$ cat src/rtl/fetch_unit.sv
// fetch_unit: single-outstanding instruction fetcher with a DEPTH-entry queue; FETCH_UNIT_PERF_EN adds perf counters
module fetch_unit #(
  parameter int ADDR_W = 64,
  parameter int INST_W = 32,
  parameter int DEPTH = 4,
  parameter logic [ADDR_W-1:0] RESET_PC = '0
) (
  input  logic              clk,
  input  logic              reset,
  output logic              imem_req,
  output logic [ADDR_W-1:0] imem_addr,
  input  logic              imem_rvalid,
  input  logic [INST_W-1:0] imem_rdata,
  input  logic              br_taken,
  input  logic [ADDR_W-1:0] br_target,
  output logic              inst_valid,
  input  logic              inst_ready,
  output logic [INST_W-1:0] inst,
  output logic [ADDR_W-1:0] inst_pc
`ifdef FETCH_UNIT_PERF_EN
  ,
  output logic [31:0]       perf_fetched,
  output logic [31:0]       perf_flushes
`endif
);
  localparam int PW = $clog2(DEPTH);
  localparam logic [PW:0] FULL = (PW+1)'(DEPTH);
  typedef enum logic {IDLE, WAIT} state_e;
  state_e state_q, state_d;
  logic [ADDR_W-1:0] pc_q, pc_d, req_pc_q, req_pc_d;
  logic stale_q, stale_d;
  logic [PW-1:0] head_q, head_d, tail_q, tail_d;
  logic [PW:0] cnt_q, cnt_d;
  logic [INST_W-1:0] inst_mem [DEPTH];
  logic [ADDR_W-1:0] pc_mem [DEPTH];
  logic issue, resp, push, pop;
  // Issue/accept/pop decisions and next-state; a redirect overrides everything else
  always_comb begin
    issue = reset && state_q == IDLE && cnt_q != FULL && !br_taken;
    resp = state_q == WAIT && imem_rvalid;
    push = resp && !stale_q && !br_taken;
    pop = inst_valid && inst_ready && !br_taken;
    state_d = issue ? WAIT : resp ? IDLE : state_q;
    stale_d = resp ? 1'b0 : (state_q == WAIT && br_taken) ? 1'b1 : stale_q;
    pc_d = br_taken ? br_target : issue ? pc_q + ADDR_W'(4) : pc_q;
    req_pc_d = issue ? pc_q : req_pc_q;
    head_d = br_taken ? '0 : head_q + PW'(pop);
    tail_d = br_taken ? '0 : tail_q + PW'(push);
    cnt_d = br_taken ? '0 : cnt_q + (PW+1)'(push) - (PW+1)'(pop);
  end
  // Control state with asynchronous active-low reset
  always_ff @(posedge clk or negedge reset) begin
    if (!reset) begin
      state_q <= IDLE;
      pc_q <= RESET_PC;
      req_pc_q <= '0;
      stale_q <= 1'b0;
      head_q <= '0;
      tail_q <= '0;
      cnt_q <= '0;
    end else begin
      state_q <= state_d;
      pc_q <= pc_d;
      req_pc_q <= req_pc_d;
      stale_q <= stale_d;
      head_q <= head_d;
      tail_q <= tail_d;
      cnt_q <= cnt_d;
    end
  end
  // Queue storage; contents are only observable through a valid head, so no reset needed
  always_ff @(posedge clk) begin
    if (push) begin
      inst_mem[tail_q] <= imem_rdata;
      pc_mem[tail_q] <= req_pc_q;
    end
  end
  assign imem_req = issue;
  assign imem_addr = pc_q;
  assign inst_valid = cnt_q != '0;
  assign inst = inst_valid ? inst_mem[head_q] : '0;
  assign inst_pc = inst_valid ? pc_mem[head_q] : '0;
`ifdef FETCH_UNIT_PERF_EN
  logic [31:0] fetched_q, flushes_q;
  // Pop and redirect counters, wrapping naturally at 2^32
  always_ff @(posedge clk or negedge reset) begin
    if (!reset) begin
      fetched_q <= '0;
      flushes_q <= '0;
    end else begin
      fetched_q <= fetched_q + 32'(pop);
      flushes_q <= flushes_q + 32'(br_taken);
    end
  end
  assign perf_fetched = fetched_q;
  assign perf_flushes = flushes_q;
`endif
endmodule

$ cat config.mk
export PLATFORM = sky130hd
export DESIGN_NAME = fetch_unit
export DESIGN_NICKNAME = d
export VERILOG_FILES = /design/src/rtl/fetch_unit.sv
export SDC_FILE = /design/constraint.sdc
export NUM_CORES = 1
export LEC_CHECK = 0
export ABC_AREA = 1
export BUFFER_PORTS_ARGS = -buffer_cell sky130_fd_sc_hd__buf_2
export CAP_MARGIN = 20
export CELL_PAD_IN_SITES_DETAIL_PLACEMENT = 1
export CELL_PAD_IN_SITES_GLOBAL_PLACEMENT = 1
export CORE_UTILIZATION = 46
export DETAILED_ROUTE_END_ITERATION = 6
export HOLD_SLACK_MARGIN = 0.15
export PLACE_DENSITY = 0.89
export SYNTH_ARGS = -nofsm -noshare
export SYNTH_HDL_FRONTEND = slang
export SYNTH_SLANG_ARGS = --single-unit
$ cat constraint.sdc
create_clock -name clk -period 10.03 [get_ports clk]
set_input_delay 1.003 -clock clk [delete_from_list [all_inputs] [get_ports clk]]
set_output_delay 1.003 -clock clk [all_outputs]
set_load 0.01 [all_outputs]
Word level (Yosys, flattened, before mapping)
Memory sizes are Yosys's and may differ from the RTL's.
Cells that the tools add are included.
{"block": "totals", "regBits": 137, "latchBits": 0, "ram_bits": 384, "romBits": 0, "in_bits": 101, "wordCells": 44, "n_memories": 2}
{"memory": "pc_mem", "depth": 4, "word_bits": 64, "rd": 1, "rd_clocked_by_memory_dff": 0, "write_ports": 1, "line": "35", "text": "logic [ADDR_W-1:0] pc_mem [DEPTH];"}
{"memory": "inst_mem", "depth": 4, "word_bits": 32, "rd": 1, "rd_clocked_by_memory_dff": 0, "write_ports": 1, "line": "34", "text": "logic [INST_W-1:0] inst_mem [DEPTH];"}
{"block": "op_classes", "add_sub_neg": 5, "multipliers": 0, "div": 0, "magnitude_cmp": 0, "n_eq_ne": 1, "n_shift": 0, "n_mux": 13, "n_bitwise": 1, "reduce_logical": 15}
{"op": "2-to-1 mux 64 bit", "n": 3}
{"op": "adder 64 x 3 -> 64 bit, second input constant", "n": 1}
{"op": "2-to-1 mux 32 bit", "n": 1}
{"op": "logical AND 1 bit", "n": 9}
{"op": "2-to-1 mux 1 bit", "n": 6}
{"op": "nonzero test 2 bit", "n": 3}
{"op": "adder 2 x 1 -> 2 bit", "n": 2}
{"op": "2-to-1 mux 2 bit", "n": 2}
{"op": "adder 3 x 1 -> 3 bit", "n": 1}
{"op": "2-to-1 mux 3 bit", "n": 1}
{"op": "inequality test 3 bit, second input constant", "n": 1}
{"op": "nonzero test 3 bit", "n": 1}
{"op": "subtractor 3 x 1 -> 3 bit", "n": 1}
{"op": "logical NOT 1 bit", "n": 2}
{"op": "NOT 1 bit", "n": 1}

Depth between registers and ports, before layout
{"block": "depth", "ltp_word": 6, "depth_mapped": 11, "ltp_nobuf": 10}

Worst setup path before layout
OpenSTA, ideal clock, no wires.
{"block": "synth_timing", "kind": "input to register", "start": "input port br_taken", "end": "memory inst_mem[0][0] (enable)", "setup_ns": 0.669, "arrival_time_ns": 8.045, "t_required_ns": 9.361, "setup_slack_ns": 1.317, "cell_stages": 4, "cell_sequence": "clkbuf_1 -> nor3_1 -> inv_1 -> nor3_1"}
{"block": "synth_via", "elab_chain_cells": 4}
{"element": "start: declaration", "line": "14", "text": "input logic br_taken,"}
{"element": "logical NOT 1 bit", "line": "41", "text": "push = resp && !stale_q && !br_taken;"}
{"element": "logical AND 1 bit", "line": "41"}
{"element": "2-to-1 mux 1 bit", "line": "73", "text": "if (push) begin"}
{"element": "2-to-1 mux 1 bit (not written as such)", "line": "74", "text": "inst_mem[tail_q] <= imem_rdata;"}
{"element": "end: declaration", "line": "34"}
No other way between the ends.

Worst setup path in the final report
{"block": "layout_timing", "start": "register head_q[1]", "end": "output port inst_pc[37]"}
{"block": "layout_via", "elab_chain_cells": 2}
{"element": "start: declaration", "line": "32", "text": "logic [PW-1:0] head_q, head_d, tail_q, tail_d;"}
{"element": "start signal: assignment", "line": "58", "text": "head_q <= '0;"}
{"element": "start signal: assignment", "line": "66", "text": "head_q <= head_d;"}
{"element": "memory read (4 x 64 bit)"}
{"element": "2-to-1 mux 64 bit", "line": "82", "text": "assign inst_pc = inst_valid ? pc_mem[head_q] : '0;"}
{"element": "end: declaration", "line": "19", "text": "output logic [ADDR_W-1:0] inst_pc"}
No other way between the ends.

==> out/metrics.yaml <==
status:
  outcome: "finished, final reports clean"
clocking:
  path_clk_slew_ps: 60
  clock_path_buffers: 3
  cts-root-buf: "clkbuf_16"
  clk_latency_ps: 590
  cts_sinks: 521
  tritoncts: "done"
  h-tree-depth: 2
  ctsResizeCount: 0
  cts_hold_buf: 0
  numCtsBuffers: 54
  post-cts-setup-buffer-count: 0
worst_setup_path:
  crit_required_ps: 9030
  crit_arrival_ps: 3620
  start_kind: "register"
  crit_fanout: 53
  critical_path_class: "reg -> out"
  cp-end-kind: "output port"
sta:
  hold_ws_ps: 424.4
  rsz0062_at_grt: "no"
  finalHoldViolations: 0
  worst_slew_pin_slew_ps: 1081
  slew_headroom_pct: 27.94
  finalCritPeriodShare_pct: 46.13
  setup_viol_count_final: 0
  fin_skew_ps: 20.62
  min_period_ps: 4627
  fmax_ghz: 0.2161
  fin_setup_tns_ps: 0
  drv_slew: 0
die:
  die_area_um2: 49750
  initial_utilization_pct: 46.88
  rows: 80
  die_w_um: 223.1
  ios: 263
  die-height_um: 223.1
  core_region_area_um2: 47950
pwr:
  powerDensity_nw_per_um2: 241.4
  power_frac_comb_pct: 21.0
  pwr-share-clk_pct: 30.3
  power_leakage_nw: 10.37
  p_seq_share_pct: 48.7
  irDropWorstVdd_mv: 0.1291
  intPower_mw: 4.179
  p_sw_share_pct: 33.43
  finalPower_mw: 6.278
  power.switching_mw: 2.099
place:
  hpwl_mm: 44.15
  place_congestion: 0.8892
  dp.cells: 3023
  port_buffers: 262
worst_hold_path:
  min_path_type: "in -> async"
logic_synthesis:
  synth_cell_types: 35
  synthCells: 2236
  synth_top_area_share_pct: 51.30
  synth_edf_count: 384
  synthArstFlopShare_pct: 26.30
  synthTopCellsByCount: "nor2_1, edfxtp_1, nand2_1, o21ai_0, dfrtp_1"
  syn_area_um2: 22480
  synthTopCellsByArea: "edfxtp_1, dfrtp_1, nor2_1"
  syn_nets: 2343
  ys_seq_elements: 521
  avgSynthCellArea_um2: 10.05
  synth-seq-area-share_pct: 66.55
  synth_warnings: 0
  synth-main-ff-cell: "edfxtp_1"
  yosysMostFrequentCell: "nor2_1"
  yosys.area.top_type: "edfxtp_1"
drt:
  vias_per_cell: 5.572
  drt-total-wl_mm: 68.22
  vias: 17390
  first_iter_violations: 1320
  drc: 0
  dr.pass1.iters: 5
  wl_per_cell_um: 21.86
  antenna_left: 0
layout:
  nets: 2573
  drive_gt1_share_pct: 15.76
  area_growth_pct: 15.67
  final_cell_count_no_fill: 3121
  diodes: 0
global_routing:
  grt_pass1_vias: 18380
  grt_use_total_pct: 27.48
  grt_max_degree: 132
  grt_overflow: 0
  antenna_found_initial: 0
  grt_pass1_wl_mm: 104.7
run:
  cap_violations: 0
[stage by stage]
| stage | util [%] | area [um^2] | setup slack, ps |
|---|---|---|---|
| after floorplan | - | 22480 | 1317 |
| after global placement | 50.68 | 24300 | 6034 |
| after detailed placement | 50.68 | 24300 | 5881 |
| after CTS | 54.11 | 25940 | 5241 |
| after global routing | 54.23 | 26000 | 5226 |
| final | 54.23 | 26000 | 5403 |
[worst max-delay path: stages, from the launching register on]
cell      delay [ps]
dfrtp_4          690
clkinv_2         720
buf_4            590
nor2_1           180
o21ai_0           90
a21oi_1          430
buf_2            230
[kinds of logic (layout without fill, tap and decap cells)]
kind of cell,Yosys count,count (layout),synth area share [%]
flip-flops,521,521,66.55
AO/OA/AOI/OAI,423,423,9.669
buffers and inverters,247,517,4.308
adder cells (fa/ha/maj),6,6,0.3674
AND/OR/NAND/NOR,1031,1031,18.79
XOR/XNOR,8,8,0.3117
[registers in the layout (all words and copies together) (netlist names)]
register	count
cnt_q	3
imem_addr	64
stale_q	1
pc_mem	256
tail_q	2
inst_mem	128
head_q	2
state_q	1
req_pc_q	64
[metal layers]
metal / wire length (um) / GRT usage [%] / vias to the layer above
met5: 0 / 0 / -
met4: 1596 / 8.142 / 0
met3: 3707 / 4.293 / 107
met2: 34220 / 47.55 / 536
met1: 28690 / 35.69 / 8728
li1: - / - / 8019
[power by group through the flow]
stage	registers (mW)	logic (mW)	clock network, mW
2_1_floorplan	2.93	0.761	0
3_3_place_gp	3.05	1.25	0
3_5_place_dp	3.09	1.30	0
4_1_cts	3.05	1.32	1.93
5_1_grt	3.09	1.45	2.00
6_report	3.06	1.32	1.90
[area by class of cell]
| class | count | area [um^2] |
|---|---|---|
| Clock buffer | 72 | 1470 |
| Inverter | 138 | 524.3 |
| Multi-Input combinational cell | 1468 | 6580 |
| Sequential cell | 521 | 14970 |
| Timing Repair Buffer | 283 | 1515 |
| Fill cell | 5363 | 21950 |
| Tap cell | 615 | 769.5 |
| Clock inverter | 24 | 173.9 |
[final timing paths]
path                       slack [ps]       endpoint  cells past startpoint          from
hold reg to reg                   520  pc_mem[2][49]                      0  req_pc_q[49]
max in group asynchronous        8120      head_q[0]                      2         reset
min in group clk                  520  pc_mem[2][49]                      0  req_pc_q[49]
setup reg to reg                 6940       cnt_q[2]                     10      cnt_q[1]
setup / recovery                 5400    inst_pc[37]                      6     head_q[1]
hold / removal                    420   imem_addr[4]                      1         reset
[cell usage in the layout (no fill, tap or decap), drive strengths merged, types with 9 or more instances in the layout]
cell type,Yosys,layout
buf,52,283
nand2,325,325
nor2,574,574
nand4,29,29
inv,137,139
dfrtp,137,137
a21oi,107,107
o21ai,294,294
nor3,9,9
clkbuf,57,72
edfxtp,384,384
o211ai,12,12
nand3,74,74
clkinv,1,20
nand3b,17,17
Note: power is estimated with default switching activity, not from simulation.
